===== config.mk =====
export PLATFORM = sky130hd
export DESIGN_NAME = spi_controller
export DESIGN_NICKNAME = d
export VERILOG_FILES = /design/src/rtl/spi_controller.sv
export SDC_FILE = /design/constraint.sdc
export NUM_CORES = 1
export LEC_CHECK = 0
export BUFFER_PORTS_ARGS = -buffer_cell sky130_fd_sc_hd__buf_4
export CORE_AREA = 2 2 86 67
export CTS_CLUSTER_DIAMETER = 100
export DETAILED_ROUTE_END_ITERATION = 7
export DIE_AREA = 0 0 88 69
export HOLD_SLACK_MARGIN = 0.1
export PLACE_DENSITY = 0.5
export SETUP_SLACK_MARGIN = 0.4
export SLEW_MARGIN = 10
export SYNTH_ARGS = -nofsm -noshare
export SYNTH_HDL_FRONTEND = slang
export SYNTH_SLANG_ARGS = --single-unit

===== constraint.sdc =====
create_clock -name clk -period 4.44 [get_ports clk]
set_input_delay 0.444 -clock clk [delete_from_list [all_inputs] [get_ports clk]]
set_output_delay 0.444 -clock clk [all_outputs]
set_load 0.01 [all_outputs]

===== src/rtl/spi_controller.sv =====
// spi_controller: SPI mode-0 write initiator for the register-programming
// interface. It accepts a 4-bit address / 8-bit data write command over a
// valid/ready handshake and sends it as one 16-bit frame
// {1'b1, 3'b000, addr, data}, MSB first. SCLK is clk divided by 2*CLK_DIV.
// A command whose address is above 4 is rejected with a one-cycle err pulse.
//
// Ports:
//   clk, rst_n           system clock, asynchronous active-low reset
//   cmd_valid/cmd_ready  command handshake; ready only while idle
//   cmd_addr, cmd_data   command fields, latched on acceptance
//   busy                 inverse of cmd_ready
//   done                 one-cycle pulse as nCS rises at the end of a frame
//   err                  one-cycle pulse when a command is rejected
//   nCS, SCLK, COPI      serial bus (registered)
module spi_controller #(
  parameter int unsigned CLK_DIV = 4,
  parameter int unsigned CS_GAP  = 8
) (
  input  logic       clk,
  input  logic       rst_n,
  input  logic       cmd_valid,
  output logic       cmd_ready,
  input  logic [3:0] cmd_addr,
  input  logic [7:0] cmd_data,
  output logic       busy,
  output logic       done,
  output logic       err,
  output logic       nCS,
  output logic       SCLK,
  output logic       COPI
);

  localparam int unsigned CNT_MAX = (CLK_DIV > CS_GAP) ? CLK_DIV : CS_GAP;
  localparam int unsigned CW      = $clog2(CNT_MAX + 1);

  localparam logic [CW-1:0] DIV_LOAD = CW'(CLK_DIV - 1);
  localparam logic [CW-1:0] GAP_LOAD = CW'(CS_GAP - 1);

  localparam logic [2:0] IDLE  = 3'd0;
  localparam logic [2:0] SETUP = 3'd1;
  localparam logic [2:0] SHIFT = 3'd2;
  localparam logic [2:0] HOLD  = 3'd3;
  localparam logic [2:0] GAP   = 3'd4;

  localparam logic [3:0] MAX_ADDR = 4'd4;

  logic [2:0]    state;
  logic [CW-1:0] cnt;
  logic [3:0]    bit_cnt;
  logic [15:0]   shreg;
  logic          cnt_zero;

  assign cnt_zero  = (cnt == '0);
  assign cmd_ready = (state == IDLE);
  assign busy      = ~cmd_ready;

  // Bus outputs are driven with the values of the state being entered, so
  // they change on the same edge as the state register.
  always_ff @(posedge clk or negedge rst_n) begin
    if (!rst_n) begin
      state   <= IDLE;
      cnt     <= '0;
      bit_cnt <= '0;
      shreg   <= '0;
      nCS     <= 1'b1;
      SCLK    <= 1'b0;
      COPI    <= 1'b0;
      done    <= 1'b0;
      err     <= 1'b0;
    end else begin
      done <= 1'b0;
      err  <= 1'b0;
      case (state)
        IDLE: begin
          if (cmd_valid) begin
            if (cmd_addr > MAX_ADDR) begin
              err <= 1'b1;
            end else begin
              shreg <= {1'b1, 3'b000, cmd_addr, cmd_data};
              COPI  <= 1'b1;
              nCS   <= 1'b0;
              cnt   <= DIV_LOAD;
              state <= SETUP;
            end
          end
        end
        SETUP: begin
          if (cnt_zero) begin
            SCLK    <= 1'b1;
            cnt     <= DIV_LOAD;
            bit_cnt <= 4'd15;
            state   <= SHIFT;
          end else begin
            cnt <= cnt - 1'b1;
          end
        end
        SHIFT: begin
          if (cnt_zero) begin
            cnt <= DIV_LOAD;
            if (SCLK) begin
              SCLK <= 1'b0;
              if (bit_cnt == 4'd0) begin
                // Last falling edge: COPI keeps bit 0 through HOLD.
                state <= HOLD;
              end else begin
                bit_cnt <= bit_cnt - 1'b1;
                shreg   <= {shreg[14:0], 1'b0};
                COPI    <= shreg[14];
              end
            end else begin
              SCLK <= 1'b1;
            end
          end else begin
            cnt <= cnt - 1'b1;
          end
        end
        HOLD: begin
          if (cnt_zero) begin
            nCS   <= 1'b1;
            COPI  <= 1'b0;
            done  <= 1'b1;
            cnt   <= GAP_LOAD;
            state <= GAP;
          end else begin
            cnt <= cnt - 1'b1;
          end
        end
        GAP: begin
          if (cnt_zero) begin
            state <= IDLE;
          end else begin
            cnt <= cnt - 1'b1;
          end
        end
        default: begin
          state <= IDLE;
          nCS   <= 1'b1;
          SCLK  <= 1'b0;
          COPI  <= 1'b0;
        end
      endcase
    end
  end

endmodule


==> impl_summary.txt, run 1 <==
----------------------------------------------------
[Clock network]
  TritonCTS clock tree ... yes
  CTS clock-pin slew for the worst setup and hold paths ... 70 ps
  Clock insertion delay at the later pin of the skew report ... between 200 and 300 ps
  TritonCTS Buffers ... 5
  Number of buffers added for setup after CTS ... 0
  Buffer cell driving the clock tree root ... sky130_fd_sc_hd__clkbuf_8
  Count of hold-fix buffers inserted at cts ... 0
  Maximum buffer depth of the clock tree ... 2
  Total number of clock tree sinks ... 31
  H-tree level count ... 2
  Number of cells upsized or downsized after cts ... 0

[Yosys]
  Instance count of the mapped netlist ... about 170
  Combinational family with the most area after synthesis ... multiplexers
  Number of warnings issued by yosys ... 0
  Share of synthesized flip-flops with an asynchronous set or reset ... 100.0%
  Post-synthesis net count ... approximately 190
  Primary FF master, synth ... sky130_fd_sc_hd__dfrtp_1
  Synthesized-area fraction occupied by adder cells ... 2.099%
  Synth unique cells ... 51
  Register bit count reported by yosys ... 31
  Post-synthesis share of cell area spent on xor and xnor gates ... 0.4899%
  EDFF count, synth ... 0
  Mean Syn Cell Area ... ~11 µm²
  Simple-gate share of the synthesized area ... ~13%
  Share of the synthesized area in compound gates (AO/OA/AOI/OAI) ... around 16%
  Fraction of the yosys area taken by sequential cells ... 43.46%
  Post-synthesis instance area ... around 0.0018 mm²
  Portion of netlist area occupied by mux cells ... between 10% and 20%

[Floorplan]
  Core area ... 0.005209 mm²
  Die Width ... 88 µm
  Die footprint ... 0.006072 mm²
  Total number of placement rows ... 23
  Initial Util ... 34.33%
  Height of the die ... between 60 and 70 µm
  Number of I/O pins ... 22

[GRT]
  GRT Util Overall ... ~14%
  Sum of overflow across all layers after global routing ... 0
  Number of antenna violations at the first check in global routing ... 0
  Vias in the first global route ... ~1,400
  Global-route wire length before repair ... between 6000 and 7000 µm
  Pin count of the biggest net entering global routing ... 32

[Critical path]
  Data arrival time of the worst path ... ~3100 ps
  Cell depth of the worst flop-to-flop path ... 6
  Biggest fanout along the worst timing path ... 15
  Critical path endpoint category ... register
  Crit start category ... register
  Cells traversed along the worst timing path ... inv_1 > ha_1 > nor3b_2 > nand4_2 > a211oi_4 > mux2_2
  Setup Crit Path Kind ... reg -> reg
  CP required ... ~4600 ps
  Largest stage delay on the critical path ... about 860 ps
  Critical Path Slowest Stage Cell ... sky130_fd_sc_hd__a211oi_4

[STA]
  Fmax ... between 300 and 400 MHz
  Setup TNS Final ... 0 ps
  Final number of hold-violating endpoints ... 0
  Setup slack after layout ... ~1600 ps
  Worst hold margin ... just under 90 ps
  Share of the clock period used by the worst path ... 64.81%
  Least-Margin Pin Slew ... between 900 and 1000 ps
  Final Skew ... 11.00 ps
  Final-report setup violation count ... 0
  Total count of max-transition violations in the final report ... 0
  RSZ-0062 raised after global routing ... no
  Slew Limit Headroom ... ~36%
  Post-route minimum period ... between 2000 and 3000 ps

[Final layout]
  Most common cell after layout, fill and taps aside ... sky130_fd_sc_hd__dfrtp_1
  Nets@finish ... between 200 and 250
  Most used cells in the layout excluding fill and tap cells ... 30 x sky130_fd_sc_hd__dfrtp_1, 22 x sky130_fd_sc_hd__buf_4, 16 x sky130_fd_sc_hd__mux2_2, 13 x sky130_fd_sc_hd__inv_1, 12 x sky130_fd_sc_hd__o21ai_0
  Synth-to-Final Area Change ... 18.19%
  Final cell count without fillers ... 261
  Number of antenna diodes ... 0
  Share of layout cells above drive strength 1 ... 33.87%
  Final cell area excluding filler cells ... around 0.0021 mm²

[Place]
  Worst slack at placement ... approximately 1600 ps
  Post-Place Cell Area ... ~0.0020 mm²
  Number of cells after detailed placement ... around 250
  I/O Buffers ... 21
  GPL Wtd Cong ... between 0.7 and 0.8
  Total half-perimeter wirelength after legalization and detailed placement ... ~2600 µm

[Routing]
  Routed length on met1 ... around 1900 µm
  First drt pass iteration count ... 4
  DR WL met2 ... 1597 µm
  Number of antenna-violating nets in the routed design ... 0
  Number of vias per cell ... ~5
  Initial DRC count ... 89
  Average routed wire per standard cell ... between 10 and 15 µm
  Top Layer Used ... met4
  Via total after detailed routing ... around 1,300
  Met3 WL post-DR ... about 230 µm
  DRC violations left ... 0
  Wire length after detailed routing ... 3738 µm

[Status]
  Status ... finished clean

[Power]
  IR Drop Worst-Case VDD ... 0.2049 mV
  Pwr dens ... between 600 and 700 mW/mm²
  Leakage ... ~0.00092 µW

[Job]
  Maximum capacitance violations ... 0

[Worst hold path]
  Hold Crit Class ... in -> async

----------------------------------------------------
-- metrics by stage --
stage	power (µW)	util, %
6_report	1415	40.57
5_1_grt	1538	40.57
4_1_cts	1429	40.57
3_5_place_dp	1134	38.31
3_3_place_gp	1108	38.31
2_1_floorplan	981.9	-
-- area by class of cell --
class                      count  area [µm²]
clock buffer                   6       82.58
clock inverter                 2       35.03
fill                         493        3095
inverter                      13       48.80
multi-input combinational    112       910.9
sequential                    31       777.0
tap                           75       93.84
timing repair buffer          22       165.2
-- power breakdown --
| part | total (µW) | internal (µW) | switching [µW] |
|---|---|---|---|
| Combinational | 569 | 307 | 262 |
| Sequential | 556 | 417 | 138 |
| Clock | 290 | 181 | 109 |
-- worst paths after layout --
| kind | start | slack (ps) | end |
|---|---|---|---|
| min in group clk | cmd_valid | 380 | err |
| max | cnt[0] | 1560 | shreg[5] |
| min reg2reg | bit_cnt[3] | 500 | bit_cnt[3] |
| min | rst_n | 90 | shreg[8] |
| max in group asynchronous | rst_n | 4030 | nCS |
| max reg2reg | cnt[0] | 1560 | shreg[5] |
-- Yosys cell counts (all sizes together), types with 3 or more instances --
cell type,instances,area (µm²)
a21oi,5,25.02
buf,6,37.53
clkbuf,5,18.77
dfrtp,30,750.7
ha,3,37.54
inv,13,48.80
mux2,24,296.5
mux2i,4,40.04
nand2,9,33.78
nand3,6,30.03
nor2,5,26.27
nor2b,4,25.02
o21ai,14,70.07
o31ai,5,37.54
-- metal layers --
metal	vias to the layer above	track usage [%]
li1	641	-
met1	621	19.12
met2	40	20.45
met3	7	4.311
met4	0	5.812
met5	-	0
-- worst max-delay path, delay by kind of cell (launching register included) --
kind | cells | cell delay, ps
AO/OA/AOI/OAI | 1 | 860
buffers and inverters | 1 | 90
multiplexers | 1 | 420
AND/OR/NAND/NOR | 2 | 830
adder cells (fa/ha/maj) | 1 | 150
flip-flops | 1 | 410
-- flip-flops by register name, indices dropped and copies added (netlist names) --
| name | cells |
|---|---|
| COPI | 1 |
| SCLK | 1 |
| bit_cnt | 4 |
| cnt | 4 |
| done | 1 |
| err | 1 |
| nCS | 1 |
| shreg | 15 |
| state | 3 |
-- cells by family after synthesis --
group / count (synthesis)
mux: 28
xor+xnor: 1
buf+inv: 24
flops: 31
fa+ha+maj: 3
simple gates: 38
compound gates: 42
Power figures use the tool's default switching activity.
==> run 2, diff against run 1 <==
--- a/config.mk
+++ b/config.mk
@@ -5,6 +5,7 @@
 export SDC_FILE = /design/constraint.sdc
 export NUM_CORES = 1
 export LEC_CHECK = 0
+export ABC_AREA = 1
 export BUFFER_PORTS_ARGS = -buffer_cell sky130_fd_sc_hd__buf_4
 export CORE_AREA = 2 2 86 67
 export CTS_CLUSTER_DIAMETER = 100
==> constraint.sdc (replaced) <==
create_clock -name clk -period 2.77 [get_ports clk]
set_input_delay 0.277 -clock clk [delete_from_list [all_inputs] [get_ports clk]]
set_output_delay 0.277 -clock clk [all_outputs]
set_load 0.01 [all_outputs]
==> run 2 against run 1 <==
Net effect: critical path depth is 3 higher; synthesized area is 0.42% lower; critical path type unchanged; sequential share of layout area is 0.60 points higher; register-to-register slack worse by 830 ps; largest cell class unchanged; synthesized cell count is 40% higher; combinational power is 140% higher.
==> impl_summary.txt, run 2 <==
----------------------------------------------------
[Yosys]
  Fraction of the yosys area taken by sequential cells ... 43.64% (+0.18 points)
  Number of warnings issued by yosys ... 0 (unchanged)
  Synth unique cells ... 24 (-53%)
  Primary FF master, synth ... sky130_fd_sc_hd__dfrtp_1
  Post-synthesis instance area ... 0.001780 mm² (-0.42%)
  Register bit count reported by yosys ... 31 (unchanged)
  EDFF count, synth ... 0 (unchanged)
  Share of synthesized flip-flops with an asynchronous set or reset ... 100.0% (unchanged)
  Instance count of the mapped netlist ... 234 (+40%)
  Top cells by count, synth ... 88 x sky130_fd_sc_hd__nand2_1, 30 x sky130_fd_sc_hd__dfrtp_1, 17 x sky130_fd_sc_hd__inv_1, 16 x sky130_fd_sc_hd__nand3_1, 12 x sky130_fd_sc_hd__o21ai_1
  Largest area contributor in the synthesized netlist ... sky130_fd_sc_hd__dfrtp_1
  Post-synthesis net count ... 252 (+36%)
  Cells taking the most area after synthesis ... sky130_fd_sc_hd__dfrtp_1 42%, sky130_fd_sc_hd__nand2_1 19%, sky130_fd_sc_hd__a21boi_0 4.6%
  Yosys top cell area share ... 42.16% (+0.18 points)
  Mean Syn Cell Area ... 7.609 µm² (-29%)
  Dominant cell by count in the synthesized netlist ... sky130_fd_sc_hd__nand2_1

[GRT]
  Number of antenna violations at the first check in global routing ... 0 (unchanged)
  GRT Util Overall ... 14.30% (+0.29 points)
  Sum of overflow across all layers after global routing ... 0 (unchanged)
  Global-route wire length before repair ... 6762 µm (+1.2%)
  Vias in the first global route ... 1,413 (+1.1%)
  Pin count of the biggest net entering global routing ... 32 (unchanged)

[STA]
  Post-route minimum period ... 2040 ps (-837.5 ps)
  Final Skew ... 8.344 ps (-2.656 ps)
  Least-Margin Pin Slew ... 588.6 ps (-367.4 ps)
  Fmax ... 490.2 MHz (+41%)
  Slew Limit Headroom ... 60.72% (+25 points)
  RSZ-0062 raised after global routing ... no
  Final number of hold-violating endpoints ... 0 (unchanged)
  Final-report setup violation count ... 0 (unchanged)
  Setup TNS Final ... 0 ps (unchanged)
  Total count of max-transition violations in the final report ... 0 (unchanged)
  Share of the clock period used by the worst path ... 73.65% (+8.8 points)

[Final layout]
  Nets@finish ... 275 (+35%)
  Most used cells in the layout excluding fill and tap cells ... 88 x sky130_fd_sc_hd__nand2_1, 30 x sky130_fd_sc_hd__dfrtp_1, 22 x sky130_fd_sc_hd__buf_4, 17 x sky130_fd_sc_hd__inv_1, 16 x sky130_fd_sc_hd__nand3_1
  Post-layout util ... 39.92% (-0.65 points)
  Largest Register ... shreg
  Biggest regs ... shreg (15), bit_cnt (4), cnt (4)
  Share of layout cells above drive strength 1 ... 18.60% (-15 points)
  Synth-to-Final Area Change ... 16.80%
  Final cell count without fillers ... 333 (+28%)
  Number of filler instances in the final layout ... 542 (+9.9%)
  Flip-flop count of the largest register, all copies and words added ... 15 (unchanged)
  Most common cell after layout, fill and taps aside ... sky130_fd_sc_hd__nand2_1
  Number of antenna diodes ... 0 (unchanged)

[Routing]
  Initial DRC count ... 78 (-12%)
  Average routed wire per standard cell ... 11.48 µm (-20%)
  Number of vias per cell ... 4.517 (-9.9%)
  Via total after detailed routing ... 1,504 (+15%)
  First drt pass iteration count ... 4 (unchanged)
  Wire length after detailed routing ... 3823 µm (+2.3%)
  DRC violations left ... 0 (unchanged)
  Number of antenna-violating nets in the routed design ... 0 (unchanged)

[Critical path]
  CP required ... 2940 ps (-1670 ps)
  Critical path endpoint category ... register
  Crit start category ... register
  Cell depth of the worst flop-to-flop path ... 9 (+3)
  Critical Path Slowest Stage Cell ... sky130_fd_sc_hd__nand3_2
  Worst r2r dst ... shreg[13]
  Data arrival time of the worst path ... 2210 ps (-840 ps)
  Largest stage delay on the critical path ... 490 ps (-370 ps)
  Startpoint of the worst-slack reg-to-reg timing path ... cnt[0]
  Setup Crit Path Kind ... reg -> reg
  Cells traversed along the worst timing path ... inv_1 > ha_1 > nand2_1 > nor2_2 > nand2_1 > nand2_2 > nand3_2 > nand2_1 > o21ai_2
  Biggest fanout along the worst timing path ... 30 (+15)
  Most used cell, CP ... sky130_fd_sc_hd__nand2_1
  Register-to-register setup slack ... 730 ps (-830 ps)

[Power]
  Share of total power consumed by net switching ... 48.01% (+12 points)
  Combinational power share ... 54.2% (+14 points)
  Fraction of power consumed by the clock network ... 14.3% (-6.2 points)
  Internal power ... 1325 µW (+46%)
  Net load switching power ... 1223 µW (+140%)
  IR Drop Worst-Case VDD ... 0.6163 mV (+200%)
  Flop pwr share ... 31.5% (-7.8 points)
  Leakage ... 0.001068 µW (+17%)
  Pwr dens ... 1225 mW/mm² (+83%)

[Status]
  Status ... finished clean

[Place]
  Total half-perimeter wirelength after legalization and detailed placement ... 2731 µm (+3.3%)
  Number of cells after detailed placement ... 324 (+28%)
  GPL Wtd Cong ... 0.8556 (+15%)
  I/O Buffers ... 21 (unchanged)

[Floorplan]
  Height of the die ... 69 µm (unchanged)
  Total number of placement rows ... 23 (unchanged)
  Initial Util ... 34.18% (-0.14 points)
  Core area ... 0.005209 mm² (unchanged)
  Die footprint ... 0.006072 mm² (unchanged)
  Die Width ... 88 µm (unchanged)
  Number of I/O pins ... 22 (unchanged)

[Clock network]
  Clock insertion delay at the later pin of the skew report ... 290 ps (about the same)
  TritonCTS Buffers ... 5 (unchanged)
  TritonCTS clock tree ... yes
  CTS clock-pin slew for the worst setup and hold paths ... 80 ps (about the same)
  Number of buffers added for setup after CTS ... 0 (unchanged)
  Buffer cell driving the clock tree root ... sky130_fd_sc_hd__clkbuf_8
  H-tree level count ... 2 (unchanged)
  Total number of clock tree sinks ... 31 (unchanged)
  Maximum buffer depth of the clock tree ... 2 (unchanged)

[Job]
  Maximum capacitance violations ... 0 (unchanged)

[Worst hold path]
  Critical hold path startpoint ... cmd_valid
  Hold Crit Class ... in -> reg
  Worst Hold Depth ... 3
  Worst Hold Endpoint ... err

----------------------------------------------------
## run 2: how the worst max path moves through the flow
| stage | from | endpoint | slack [ps] | cells past startpoint |
|---|---|---|---|---|
| floorplan | cnt[0] | shreg[11] | 1250 | 10 |
| global route | cnt[0] | shreg[2] | 470 | 8 |
| detailed placement | cnt[0] | shreg[13] | 750 | 9 |
| global placement | cnt[0] | shreg[11] | 800 | 9 |
| CTS | cnt[0] | shreg[13] | 730 | 9 |
| finish | cnt[0] | shreg[13] | 730 | 9 |
## run 2: layer usage
layer,routed length (µm),track usage [%],vias to the layer above
met2,1442,18.10,23
met3,141,3.713,10
met5,0,0,-
met1,2153,22.15,668
li1,-,-,803
met4,85,6.496,0
## run 2: kinds of logic after synthesis
group                      after synthesis  share of synthesized area (%)
AOI/OAI and AO/OA                       39                          13.28
xor gates and xnor gates                 3                          1.476
adders and majority gates                3                          2.108
buffers and inverters                   26                          7.308
DFF                                     31                          43.64
and+or+nand+nor                        132                          32.19
## run 2: power by group through the flow
| stage | combinational (µW) | clock (µW) | sequential [µW] |
|---|---|---|---|
| after floorplan | 1150 | 0 | 773 |
| after global placement | 1390 | 0 | 809 |
| after detailed placement | 1380 | 0 | 805 |
| after CTS | 1390 | 380 | 800 |
| after global routing | 1600 | 397 | 829 |
| final | 1380 | 365 | 802 |
## run 2: worst max-delay path: cells and delay by family, from the launching register on
| kind | cells | cell delay, ps |
|---|---|---|
| compound gates | 1 | 70 |
| fa+ha+maj | 1 | 180 |
| buf+inv | 1 | 140 |
| flops | 1 | 360 |
| simple gates | 6 | 1150 |
## run 2: metrics by stage
stage | cell area, µm² | setup slack [ps] | power, µW | hold WS [ps]
2_1_floorplan | 1780 | 1250 | 1922 | -18.59
3_3_place_gp | 1981 | 796.1 | 2195 | 244.2
3_5_place_dp | 1981 | 749.0 | 2189 | 247.0
4_1_cts | 2079 | 727.6 | 2569 | 216.8
5_1_grt | 2079 | 470.3 | 2829 | 230.0
6_report | 2079 | 729.9 | 2548 | 226.2
## run 2: final cells by class
cell class | count | area, µm² | share of cell area [%]
Inverter | 19 | 71.32 | 3.430
Clock inverter | 3 | 20.02 | 0.9627
Multi-Input combinational cell | 177 | 873.3 | 42.00
Tap cell | 75 | 93.84 | 4.513
Clock buffer | 5 | 68.82 | 3.309
Sequential cell | 31 | 777.0 | 37.36
Timing Repair Buffer | 23 | 175.2 | 8.424
## run 2: what timing repair did
| action | in CTS | in global routing |
|---|---|---|
| resized for setup | 0 | 0 |
| endpoints found under the hold margin | 30 | 0 |
| hold buffers | 1 | 0 |
